<file path="src/rtl/qsys_serial_pkg.sv">
// qsys_serial_pkg
// Shared types and helpers for the Avalon-MM to serial-link bridge.
//   state_t              : bridge transaction states
//   RESP_OKAY/SLVERR/DECERR : Avalon response codes
//   frameWidth()         : request frame length {rw, byteenable, address, data}
//   respWidth()          : response length, {err, data} for reads, {err} for writes
package qsys_serial_pkg;

  typedef enum logic [2:0] {
    ST_IDLE,
    ST_LOAD,
    ST_SHIFT,
    ST_WAIT_RDY,
    ST_RECV,
    ST_DONE
  } state_t;

  localparam logic [1:0] RESP_OKAY   = 2'b00;
  localparam logic [1:0] RESP_SLVERR = 2'b10;
  localparam logic [1:0] RESP_DECERR = 2'b11;

  function automatic int frameWidth(input int addrW, input int dataW);
    return 1 + dataW / 8 + addrW + dataW;
  endfunction

  function automatic int respWidth(input int dataW, input logic isWrite);
    return isWrite ? 1 : 1 + dataW;
  endfunction

endpackage

</file>
<file path="src/rtl/qsys_serial_clkgen.sv">
// qsys_serial_clkgen
// Divided serial clock generator. While enabled, sclk toggles every CLK_DIV
// input cycles starting from low; when disabled it is held low and the
// divider restarts, so every enabled burst begins with a full low half-period.
//   i_clk, i_rst_n : clock, asynchronous active-low reset
//   i_en           : run the divider
//   o_sclk         : registered serial clock
//   o_rise/o_fall  : high in the cycle whose closing edge drives sclk high/low
module qsys_serial_clkgen #(
  parameter int CLK_DIV = 2
) (
  input  logic i_clk,
  input  logic i_rst_n,
  input  logic i_en,
  output logic o_sclk,
  output logic o_rise,
  output logic o_fall
);

  localparam int CW = (CLK_DIV > 1) ? $clog2(CLK_DIV) : 1;

  logic [CW-1:0] r_cnt;
  logic          r_sclk;
  logic          w_tick;

  assign w_tick = i_en && (r_cnt == CW'(CLK_DIV - 1));
  assign o_rise = w_tick && !r_sclk;
  assign o_fall = w_tick && r_sclk;
  assign o_sclk = r_sclk;

  // Half-period divider; dropping the enable parks sclk low immediately.
  always_ff @(posedge i_clk or negedge i_rst_n) begin
    if (!i_rst_n) begin
      r_cnt  <= '0;
      r_sclk <= 1'b0;
    end else if (!i_en) begin
      r_cnt  <= '0;
      r_sclk <= 1'b0;
    end else if (w_tick) begin
      r_cnt  <= '0;
      r_sclk <= !r_sclk;
    end else begin
      r_cnt <= r_cnt + 1'b1;
    end
  end

endmodule

</file>
<file path="src/rtl/qsys_serial_bridge.sv">
// qsys_serial_bridge
// Avalon-MM slave that forwards each transaction as a serial frame
// {rw, byteenable, address, data} (MSB first) and collects a status /
// read-back response after the remote raises srdy.
//   csi_MCLK_clk, rsi_MRST_reset_n : clock, asynchronous active-low reset
//   avs_ctrl_*                     : Avalon-MM slave port (waitrequest low only in DONE)
//   sclk, sle, sdo                 : serial clock, frame enable, data out
//   sdi, srdy                      : serial data in, asynchronous remote ready
module qsys_serial_bridge
  import qsys_serial_pkg::*;
#(
  parameter int ADDR_W  = 8,
  parameter int DATA_W  = 32,
  parameter int CLK_DIV = 2,
  parameter int TIMEOUT = 1023
) (
  input  logic                csi_MCLK_clk,
  input  logic                rsi_MRST_reset_n,
  input  logic [ADDR_W-1:0]   avs_ctrl_address,
  input  logic [DATA_W-1:0]   avs_ctrl_writedata,
  input  logic [DATA_W/8-1:0] avs_ctrl_byteenable,
  input  logic                avs_ctrl_write,
  input  logic                avs_ctrl_read,
  output logic [DATA_W-1:0]   avs_ctrl_readdata,
  output logic [1:0]          avs_ctrl_response,
  output logic                avs_ctrl_waitrequest,
  output logic                sclk,
  output logic                sle,
  output logic                sdo,
  input  logic                sdi,
  input  logic                srdy
);

  localparam int FRAME_W = frameWidth(ADDR_W, DATA_W);
  localparam int RX_W    = DATA_W + 1;
  localparam int CNT_W   = $clog2(FRAME_W + 1);
  localparam int TO_W    = $clog2(TIMEOUT + 1);

  state_t              r_state;
  state_t              w_next;
  logic [FRAME_W-1:0]  r_shift;
  logic [RX_W-1:0]     r_rx;
  logic [CNT_W-1:0]    r_bitCnt;
  logic [CNT_W-1:0]    w_respLast;
  logic [TO_W-1:0]     r_toCnt;
  logic                r_isWrite;
  logic                r_sync1;
  logic                r_sync2;
  logic                r_sle;
  logic                r_waitreq;
  logic [DATA_W-1:0]   r_rdata;
  logic [1:0]          r_resp;
  logic [DATA_W-1:0]   w_txData;
  logic                w_sclkEn;
  logic                w_rise;
  logic                w_fall;
  logic                w_err;

  qsys_serial_clkgen #(.CLK_DIV(CLK_DIV)) u_clkgen (
    .i_clk   (csi_MCLK_clk),
    .i_rst_n (rsi_MRST_reset_n),
    .i_en    (w_sclkEn),
    .o_sclk  (sclk),
    .o_rise  (w_rise),
    .o_fall  (w_fall)
  );

  assign w_sclkEn   = (r_state == ST_SHIFT) || (r_state == ST_RECV);
  assign w_txData   = avs_ctrl_write ? avs_ctrl_writedata : {DATA_W{1'b0}};
  assign w_respLast = CNT_W'(respWidth(DATA_W, r_isWrite) - 1);
  assign w_err      = r_isWrite ? r_rx[0] : r_rx[DATA_W];

  assign sdo                  = r_shift[FRAME_W-1];
  assign sle                  = r_sle;
  assign avs_ctrl_waitrequest = r_waitreq;
  assign avs_ctrl_readdata    = r_rdata;
  assign avs_ctrl_response    = r_resp;

  // Next-state logic. Bit periods end on sclk falling strobes, so each
  // serial phase lasts a whole number of sclk periods and leaves sclk low.
  // A ready remote wins over a timeout that expires in the same cycle.
  always_comb begin
    w_next = r_state;
    case (r_state)
      ST_IDLE:     if (avs_ctrl_write || avs_ctrl_read) w_next = ST_LOAD;
      ST_LOAD:     w_next = ST_SHIFT;
      ST_SHIFT:    if (w_fall && (r_bitCnt == CNT_W'(FRAME_W - 1))) w_next = ST_WAIT_RDY;
      ST_WAIT_RDY: begin
        if (r_sync2) w_next = ST_RECV;
        else if (r_toCnt == TO_W'(TIMEOUT - 1)) w_next = ST_DONE;
      end
      ST_RECV:     if (w_fall && (r_bitCnt == w_respLast)) w_next = ST_DONE;
      ST_DONE:     w_next = ST_IDLE;
      default:     w_next = ST_IDLE;
    endcase
  end

  // State register.
  always_ff @(posedge csi_MCLK_clk or negedge rsi_MRST_reset_n) begin
    if (!rsi_MRST_reset_n) r_state <= ST_IDLE;
    else                   r_state <= w_next;
  end

  // srdy synchroniser plus the registered sle/waitrequest, which are
  // derived from the next state so they line up exactly with SHIFT/DONE.
  always_ff @(posedge csi_MCLK_clk or negedge rsi_MRST_reset_n) begin
    if (!rsi_MRST_reset_n) begin
      r_sync1   <= 1'b0;
      r_sync2   <= 1'b0;
      r_sle     <= 1'b0;
      r_waitreq <= 1'b1;
    end else begin
      r_sync1   <= srdy;
      r_sync2   <= r_sync1;
      r_sle     <= (w_next == ST_SHIFT);
      r_waitreq <= (w_next != ST_DONE);
    end
  end

  // Timeout counter: equals the number of WAIT_RDY cycles already spent,
  // and is zero everywhere else so each wait starts from a clean count.
  always_ff @(posedge csi_MCLK_clk or negedge rsi_MRST_reset_n) begin
    if (!rsi_MRST_reset_n) r_toCnt <= '0;
    else if ((r_state == ST_WAIT_RDY) && (w_next == ST_WAIT_RDY)) r_toCnt <= r_toCnt + 1'b1;
    else r_toCnt <= '0;
  end

  // Frame/response datapath. The shift register fills with zeros as it
  // empties, which returns sdo to 0 after the last frame bit. Received bits
  // are taken on the edge that drives sclk high.
  always_ff @(posedge csi_MCLK_clk or negedge rsi_MRST_reset_n) begin
    if (!rsi_MRST_reset_n) begin
      r_shift   <= '0;
      r_rx      <= '0;
      r_bitCnt  <= '0;
      r_isWrite <= 1'b0;
    end else begin
      case (r_state)
        ST_LOAD: begin
          r_isWrite <= avs_ctrl_write;
          r_shift   <= {avs_ctrl_write, avs_ctrl_byteenable, avs_ctrl_address, w_txData};
          r_rx      <= '0;
          r_bitCnt  <= '0;
        end
        ST_SHIFT: begin
          if (w_fall) begin
            r_shift  <= {r_shift[FRAME_W-2:0], 1'b0};
            r_bitCnt <= (w_next == ST_SHIFT) ? r_bitCnt + 1'b1 : '0;
          end
        end
        ST_RECV: begin
          if (w_rise) r_rx <= {r_rx[RX_W-2:0], sdi};
          if (w_fall) r_bitCnt <= (w_next == ST_RECV) ? r_bitCnt + 1'b1 : '0;
        end
        default: ;
      endcase
    end
  end

  // Result registers, loaded on entry to DONE and held until the next one.
  always_ff @(posedge csi_MCLK_clk or negedge rsi_MRST_reset_n) begin
    if (!rsi_MRST_reset_n) begin
      r_rdata <= '0;
      r_resp  <= RESP_OKAY;
    end else if (w_next == ST_DONE) begin
      if (r_state == ST_WAIT_RDY) begin
        r_rdata <= '0;
        r_resp  <= RESP_DECERR;
      end else begin
        r_rdata <= r_isWrite ? {DATA_W{1'b0}} : r_rx[DATA_W-1:0];
        r_resp  <= w_err ? RESP_SLVERR : RESP_OKAY;
      end
    end
  end

endmodule

</file>
<file path="config.mk">
export PLATFORM = sky130hd
export DESIGN_NAME = qsys_serial_bridge
export DESIGN_NICKNAME = d
export VERILOG_FILES = /design/src/rtl/qsys_serial_pkg.sv /design/src/rtl/qsys_serial_clkgen.sv /design/src/rtl/qsys_serial_bridge.sv
export SDC_FILE = /design/constraint.sdc
export NUM_CORES = 1
export LEC_CHECK = 0
export ABC_AREA = 1
export CAP_MARGIN = 40
export CORE_MARGIN = 3
export CORE_UTILIZATION = 46
export CTS_BUF_LIST = sky130_fd_sc_hd__clkbuf_16
export DETAILED_ROUTE_END_ITERATION = 12
export GPL_TIMING_DRIVEN = 1
export PLACE_DENSITY = 0.76
export SLEW_MARGIN = 20
export SYNTH_ARGS = -nofsm -noshare
export SYNTH_HDL_FRONTEND = slang
export SYNTH_SLANG_ARGS = --single-unit
</file>
<file path="constraint.sdc">
create_clock -name csi_MCLK_clk -period 2.15 [get_ports csi_MCLK_clk]
set_clock_uncertainty 0.05 [all_clocks]
set_input_delay 0.5375 -clock csi_MCLK_clk [delete_from_list [all_inputs] [get_ports csi_MCLK_clk]]
set_output_delay 0.5375 -clock csi_MCLK_clk [all_outputs]
set_load 0.005 [all_outputs]
</file>
# Word level (Yosys, flattened, before mapping)
# Index checks and enable logic that the tools add are counted.
# Widths: inputs -> output; s select.
# op_classes
addsub	4
reduce_logical	16
div	0
order_cmp	0
n_bitwise	0
n_mux	27
eq_ne	16
multipliers	0
shift	0
# op_table
cell	count
$mux 32	3
$pmux 45 s2	1
$pmux 33 s2	1
$mux 45	1
$mux 33	1
$mux 6	5
$pmux 6 s3	1
$mux 3	5
$pmux 3 s5	1
$eq 3x2->1 const B	4
$add 10x1->10 const B	1
$eq 10x10->1 const B	1
$mux 10	1
$eq 3x3->1 const B	3
$add 6x1->6 const B	1
$eq 6x6->1	1
$eq 6x6->1 const B	1
$logic_and 1x1->1	6
$ne 2x2->1 const B	3
$sub 6x1->6 const B	1
$mux 1	5
$mux 2	2
$reduce_and 2->1	2
$reduce_bool 2->1	2
9 further kinds	10
# word_totals
ram_bits	0
in_bits	50
output_inout_bits	38
latchBits	0
register_bits	138
memories	0
rom_bits	0
elab_cells	77

# Depth between registers and ports, before layout
# Gate-level depths: netlist of the first run.
# depth
depth_word	11
mapped_depth	15
mapped_depth_nobuf	13

# By module
# From an unflattened synthesis of the first run, not the netlist that was laid out.
# unflattened
cells_unflattened	734
hier_area_um2	6256.0
# modules_own_cells
mod	area_each_um2	instances	seq_area_each_um2	cells_each
qsys_serial_bridge	6165.9	1	3404.5	722
qsys_serial_clkgen	90.1	1	50.0	12

# Least setup slack after synthesis of the first run
# Ideal clock, no wire load.
# synth_path
kind	reg-to-reg
from	register r_bitCnt[0]
to	register r_rdata[25] (netlist: avs_ctrl_readdata[25])
arrival_time_ps	1588
setup_slack_ps	394
t_required_ps	1982
stages_incl_launch_ff	16
setup_time_ps	118
n_path_buf	2
period_less_slack_ps	1756
path_cell_list	dfrtp_1 inv_1 ha_1 nand2_1 nor2_1 nand2_1 nor2_1 nand2_2 nand3_2 nor2_4 inv_4 nand2_2 buf_6 buf_6 nand2_1 o21ai_2
# synth_between
elab_chain_len	5
elab_cells_between_ends	8
classes_between	3 x eq/ne; 3 x mux; 2 x reduce/logical
# synth_lines
element	line_no	source
start: declaration	qsys_serial_bridge.sv:43	logic [CNT_W-1:0] r_bitCnt;
start signal: assignment	qsys_serial_bridge.sv:148	r_bitCnt <= (w_next == ST_SHIFT) ? r_bitCnt + 1'b1 : '0;
start signal: assignment	qsys_serial_bridge.sv:153	if (w_fall) r_bitCnt <= (w_next == ST_RECV) ? r_bitCnt + 1'b1 : '0;
$eq 6x6->1 (on tied branches)	qsys_serial_bridge.sv:92, qsys_serial_bridge.sv:87	
$logic_and 1x1->1 (on tied branches)	qsys_serial_bridge.sv:92, qsys_serial_bridge.sv:87	
$mux 3 (on tied branches)	qsys_serial_bridge.sv:92, qsys_serial_bridge.sv:87	
$pmux 3 s5 (*)	qsys_serial_bridge.sv:84	case (r_state)
net w_next[0]	qsys_serial_bridge.sv:40	state_t w_next;
$eq 3x3->1 (*)	qsys_serial_bridge.sv:165	end else if (w_next == ST_DONE) begin
end signal: assignment	qsys_serial_bridge.sv:170	r_rdata <= r_isWrite ? {DATA_W{1'b0}} : r_rx[DATA_W-1:0];
end: declaration	qsys_serial_bridge.sv:51	logic [DATA_W-1:0] r_rdata;
# Mark *: on every way through the listed nets, which the timed path passes. The rest lies on a longest branch.
# A chain may end at the register's enable or synchronous reset.

# Worst setup path after layout of the first run
# layout_path
from	register r_waitreq (netlist: avs_ctrl_waitrequest)
to	output port avs_ctrl_waitrequest
# layout_rtl
element	line_no	source
start: declaration	qsys_serial_bridge.sv:50	logic r_waitreq;
start signal: assignment	qsys_serial_bridge.sv:116	r_waitreq <= (w_next != ST_DONE);
end: declaration	qsys_serial_bridge.sv:26	output logic avs_ctrl_waitrequest,
# No word-level cell between the ends.

==> results.md, run 1 <==
* Status: finished clean
* Cell taking the most area after synthesis: dfrtp_1
* Largest delay share family, worst path: flip-flops
* Crit Path Max Fanout at 1
* CP Cell Sequence: clkdlybuf4s50_1
* Initial antenna violation count at 0
* Initial drt markers at 321
* Switching Fraction at 0.3541
* Via density at 5.076
* Gate power share at 0.306
* Critical path's slowest cell: dfstp_2
* Clk_lat worst skew at 410 ps
* Num rows at 41
* Setup crit end kind: primary output
* Worst-margin pin slew at 511.7 ps
* Flop pwr share at 0.395
* ANT nets after route at 0
* Final WS setup at 149.1 ps
* First-pass GRT wire length at 22.52 mm
* Starting density of the core at 0.4830
* HPWL after detailed placement at 9.018 mm
* Worst EP required at 1560 ps
* Clock-pin slew on the worst setup and hold paths at 60 ps
* Number of buffers and inverters on the critical path at 1
* Unrepaired setup endpoints after global routing: false
* Post-synth EDFFs at 0
* All-Layer GR Usage at 0.1892
* Core Area at 12930 um2
* Pwr dens at 1046 nW/um2
* Sink Count at 138
* H-tree depth at 4
* Via count at 5061
* Slew Limit Fails at 0
* Die X at 122.5 um
* Clock Path Buffers at 2
* Post-synth cell types at 32
* Fin area at 7869 um2
* DRT Wirelength at 13.35 mm
* Kind of start point of the critical path: flip-flop
* CTS tree: built
* Port bufs at 87
* Ys async rst share at 1.000
* Final hold violations at 0
* Syn Inst Count at 727
* Clk pwr share at 0.299
* Ranking of synthesized cells by area: dfrtp_1 55%, o21ai_0 9.7%, nand2_1 8.4%, inv_1 6.3%, nand3_1 5.9%
* Post-DR wirelength/cell at 13.39 um
* Internal at 5315 uW
* Largest net degree at the start of global routing at 91
* Arr. time, crit path at 1410 ps
* Most common cell after layout, fill and taps aside: nand2_1
* Share of cells above drive strength 1 at 0.08727
* WHS at 17.33 ps
* Ys flop type: dfrtp_1
* Dpl cell area at 7375 um2
* Post-Syn Area at 6243 um2
* Die Y at 122.5 um
* Final period util at 0.9306
* Reg-to-Reg Start: r_toCnt[0]$_DFF_PN0_
* Avg Inst Size Synth at 8.588 um2
* # Max-Cap Violations at 0
* Area growth syn-to-layout at 26.03%
* Hold Path Class: input port to async pin
* Vias in the first global route at 5063
* Residual DRC count at 0
* CP peak stage delay at 520 ps
* Achievable Freq at 499.8 MHz
* # IOs at 88
* Post-Syn Nets at 781
* Die area at 15010 um2
* Register area share after synthesis at 0.5533
* Synth top area share at 0.5491
* Setup violators final at 0
* Ys Warns at 0
* Commonest non-fill, non-tap cells in the layout: 139 x nand2_1, 137 x dfrtp_1, 120 x o21ai_0, 106 x inv_1, 86 x clkdlybuf4s50_1
* Seq cells post-synth at 138
* Min Tclk post-route at 2001 ps
* GRT overflow at 0
* Total CTS buffers at 17
* Fin util at 0.6087
* Kind of critical path: flip-flop to primary output
* Slew HR at 0.6589
* Worst vdd ir at 619.9 uV
* First-pass DRT Iterations at 4
* GP Congestion at 0.8235
* Nets at 866
* Root Driver: clkbuf_16
* Crit. Startpoint: avs_ctrl_waitrequest$_DFF_PN1_
* # diodes at 0
* Post-CTS Setup Bufs at 0
* Sw Pwr at 2914 uW
* DP Worst Slack at -102.2 ps
* Leakage power at 0.003461 uW
power by group through the flow:
stage	registers, uW	logic (uW)	clock network (uW)
after global placement	3270	2420	0
after global routing	3300	2860	2630
after floorplan	3240	1720	0
final	3250	2520	2460
after CTS	3250	2530	2500
after detailed placement	3290	2500	0
registers in the layout, summed over array words and instances (netlist names):
name                  count
r_shift                  45
r_rx                     33
avs_ctrl_readdata        32
r_toCnt                  10
r_bitCnt                  6
r_state                   3
avs_ctrl_response         2
avs_ctrl_waitrequest      1
r_isWrite                 1
r_sync1                   1
r_sync2                   1
sle                       1
u_clkgen.o_sclk           1
u_clkgen.r_cnt            1
layout make-up:
cell class / instances / area [um2]
Timing Repair Buffer: 107 / 1097
Clock buffer: 17 / 425.4
Inverter: 110 / 415.4
Clock inverter: 15 / 68.82
Sequential cell: 138 / 3455
Fill cell: 1077 / 5059
Tap cell: 172 / 215.2
Multi-Input combinational cell: 438 / 2192
per-layer routing:
layer  GRT usage  part of all wire  vias to the layer above
met5           0                 0                        -
met4     0.05528            0.0098                        0
met3     0.06406             0.055                       16
met2      0.3253              0.52                       99
met1      0.2260              0.42                     2433
li1            -                 -                     2513
logic make-up after synthesis:
logic type / count (synthesis) / share of synthesized area
DFF: 138 / 0.5533
buffers and inverters: 151 / 0.09779
adders and majority gates: 4 / 0.008016
xor gates and xnor gates: 7 / 0.009820
AOI/OAI and AO/OA: 167 / 0.1483
and+or+nand+nor: 260 / 0.1828
final timing paths:
path,cells past startpoint,slack [ps],endpoint
hold reg to reg,0,300,r_sync2$_DFF_PN0_
setup / recovery,1,150,avs_ctrl_waitrequest
hold / removal,1,20,avs_ctrl_readdata[24]$_DFFE_PN0N_
max in group asynchronous,2,1400,r_shift[30]$_DFFE_PN0P_
setup reg to reg,10,190,avs_ctrl_readdata[7]$_DFFE_PN0N_
min in group csi_MCLK_clk,0,300,r_sync2$_DFF_PN0_
per-stage QoR:
step                      total power [uW]  cells  TNS [ps]
after floorplan                       4960    727         0
after global placement                5693    965     -1647
after detailed placement              5791    965     -2078
after CTS                             8285    997         0
after global routing                  8793    997         0
final                                 8229    997         0
cell usage after synthesis, types with 2 or more instances:
cell / n
a211oi_1: 2
a21oi_1: 4
a31oi_1: 2
buf_2: 9
buf_6: 4
clkbuf_1: 27
clkinv_1: 2
dfrtp_1: 137
ha_1: 4
inv_1: 104
inv_2: 3
nand2_1: 140
nand2_2: 3
nand3_1: 74
nand3_2: 2
nand4_1: 4
nor2_1: 23
nor2_4: 2
nor3_1: 6
nor3b_1: 4
o211ai_1: 11
o21ai_0: 121
o21ai_1: 12
o21ai_2: 13
or2_1: 2
xor2_1: 6
what timing repair did:
action	4_1_cts	5_1_grt
resized for setup	0	1
setup endpoints to repair	0	2
hold buffers	0	0
Note: power is estimated with default switching activity, not from simulation.
==> run 2, diff against run 1 <==
==> constraint.sdc (replaced) <==
create_clock -name csi_MCLK_clk -period 2.15 [get_ports csi_MCLK_clk]
set_clock_uncertainty 0.05 [all_clocks]
set_input_delay 0.3225 -clock csi_MCLK_clk [delete_from_list [all_inputs] [get_ports csi_MCLK_clk]]
set_output_delay 0.3225 -clock csi_MCLK_clk [all_outputs]
set_load 0.005 [all_outputs]
==> run 2 against run 1 <==
Against the previous run: worst hold slack better by 300 ps; utilization is 0.57 points higher; final area increased by 0.94%; register-to-register slack worse by 90 ps; cell count down 0.40%; clock-buffer cell count is the same; die area unchanged; sequential power about the same; critical path type is now flip-flop to flip-flop.
==> results.md, run 2 (same netlist as run 1, synthesis figures left out) <==
* Hold Path Class: input port to async pin
* Status: finished clean
* Unrepaired setup endpoints after global routing: false
* Core Area at 12930 um2 (unchanged)
* WHS at 320.8 ps (+303.4 ps)
* # IOs at 88 (unchanged)
* Sink Count at 138 (unchanged)
* Achievable Freq at 487.2 MHz (-2.5%)
* Final hold violations at 0 (unchanged)
* GP Congestion at 0.8961 (+8.8%)
* Number of buffers and inverters on the critical path at 3 (+2)
* Arr. time, crit path at 2340 ps (+930 ps)
* Flop pwr share at 0.377 (-0.018)
* Sw Pwr at 3048 uW (+4.6%)
* H-tree depth at 4 (unchanged)
* Worst vdd ir at 796.3 uV (+28%)
* Switching Fraction at 0.3533 (-0.0007841)
* Fin util at 0.6144 (+0.005711)
* Pwr dens at 1086 nW/um2 (+3.9%)
* Via count at 5103 (+0.83%)
* Slew Limit Fails at 0 (unchanged)
* Die X at 122.5 um (unchanged)
* Nets at 862 (-0.46%)
* Initial drt markers at 374 (+17%)
* Commonest non-fill, non-tap cells in the layout: 139 x nand2_1, 137 x dfrtp_1, 119 x o21ai_0, 104 x inv_1, 86 x clkdlybuf4s50_1
* DRT Wirelength at 13.92 mm (+4.3%)
* First-pass DRT Iterations at 4 (unchanged)
* Cells after DPL at 959 (-0.62%)
* Area growth syn-to-layout at 27.21%
* Largest delay share family, worst path: simple AND/OR/NAND/NOR gates
* Clock Path Buffers at 2 (unchanged)
* Clk pwr share at 0.328 (+0.029)
* Internal at 5580 uW (+5.0%)
* Setup violators final at 0 (unchanged)
* Crit Path Max Fanout at 33 (+32)
* Vias in the first global route at 4941 (-2.4%)
* Root Driver: clkbuf_16
* Slew HR at 0.7437 (+0.08479)
* R2R Setup Slk at 100 ps (-90 ps)
* Largest net degree at the start of global routing at 91 (unchanged)
* Setup crit end kind: flip-flop
* Leakage power at 0.003469 uW (+0.24%)
* Kind of start point of the critical path: flip-flop
* Residual DRC count at 0 (unchanged)
* # diodes at 0 (unchanged)
* Worst-margin pin slew at 384.5 ps (-127.2 ps)
* CTS tree: built
* Clock-pin slew on the worst setup and hold paths at 60 ps (about the same)
* Total CTS buffers at 17 (unchanged)
* Num rows at 41 (unchanged)
* Kind of critical path: flip-flop to flip-flop
* Initial antenna violation count at 0 (unchanged)
* Most common cell after layout, fill and taps aside: nand2_1
* Gate power share at 0.296 (-0.010)
* Share of cells above drive strength 1 at 0.09135 (+0.004079)
* First-pass GRT wire length at 22.73 mm (+0.92%)
* All-Layer GR Usage at 0.1903 (+0.001146)
* Post-DR wirelength/cell at 14.02 um (+4.7%)
* Clk_lat worst skew at 420 ps (about the same)
* Post-CTS Setup Bufs at 0 (unchanged)
* Min Tclk post-route at 2052 ps (+51.61 ps)
* CP peak stage delay at 450 ps (-70 ps)
* DP Worst Slack at 134.3 ps (+236.5 ps)
* Worst EP required at 2440 ps (+880 ps)
* Starting density of the core at 0.4830 (unchanged)
* Reg2Reg Depth at 12 (+2)
* Largest register FFs at 45 (unchanged)
* Die Y at 122.5 um (unchanged)
* Final WS setup at 97.52 ps (-51.61 ps)
* Via density at 5.139 (+1.2%)
* # Max-Cap Violations at 0 (unchanged)
* Port bufs at 87 (unchanged)
* Worst R2R End: avs_ctrl_readdata[9]$_DFFE_PN0N_
* Final period util at 0.9546 (+0.02400)
* Reg-to-Reg Start: r_state[0]$_DFF_PN0_
* CP Cell Sequence: inv_2 > nand2_1 > nand2_1 > nand3_1 > nor2_1 > nand2_2 > nand3_2 > nor2_4 > inv_4 > nand2_2 > clkbuf_16 > o21ai_0
* ANT nets after route at 0 (unchanged)
* Die area at 15010 um2 (unchanged)
* GRT overflow at 0 (unchanged)
* Largest Register: r_shift
* HPWL after detailed placement at 8.827 mm (-2.1%)
* Critical path's slowest cell: dfrtp_1
* Fin cells at 993 (-0.40%)
* Post-route setup TNS at 0 ps (unchanged)
[run 2: per-layer routing]
layer  GRT usage  up-vias  wire length, um
li1            -     2502                -
met1      0.2365     2448             5866
met2      0.3126      126             7031
met3     0.05530       27              735
met4     0.07838        0              285
met5           0        -                0
[run 2: worst max path at each step]
stage / cells after the start / startpoint / to / slack, ps
after floorplan: 15 / r_bitCnt[0]$_DFFE_PN0P_ / avs_ctrl_readdata[25]$_DFFE_PN0N_ / 390
after global placement: 8 / avs_ctrl_write / avs_ctrl_response[0]$_DFFE_PN0N_ / 180
after detailed placement: 9 / avs_ctrl_write / avs_ctrl_readdata[9]$_DFFE_PN0N_ / 130
after CTS: 11 / r_state[0]$_DFF_PN0_ / avs_ctrl_readdata[7]$_DFFE_PN0N_ / 20
after global routing: 10 / r_state[0]$_DFF_PN0_ / r_bitCnt[4]$_DFFE_PN0P_ / 10
final: 12 / r_state[0]$_DFF_PN0_ / avs_ctrl_readdata[9]$_DFFE_PN0N_ / 100
[run 2: repair_timing]
item	4_1_cts	5_1_grt
gates resized for setup	0	3
endpoints found under the hold margin	38	0
hold buffers	1	0
endpoints found under the setup margin	0	33
[run 2: power groups by stage]
stage	logic [uW]	clock network, uW	registers [uW]
after global placement	2370	0	3270
after detailed placement	2460	0	3290
after global routing	2870	2980	3290
after CTS	2520	2860	3250
after floorplan	1720	0	3240
final	2550	2830	3250
[run 2: cell type report]
| class | instances | area [um2] |
|---|---|---|
| timing repair buffer | 103 | 1087 |
| tap | 172 | 215.2 |
| sequential | 138 | 3455 |
| fill | 1061 | 4985 |
| clock buffer | 17 | 425.4 |
| clock inverter | 15 | 150.1 |
| multi-input combinational | 438 | 2195 |
| inverter | 110 | 415.4 |
[run 2: stage by stage]
stage                     total power [uW]  cell area (um2)
after detailed placement              5755             7330
final                                 8628             7943
after global routing                  9151             7943
after floorplan                       4960             6243
after global placement                5640             7330
after CTS                             8624             7915
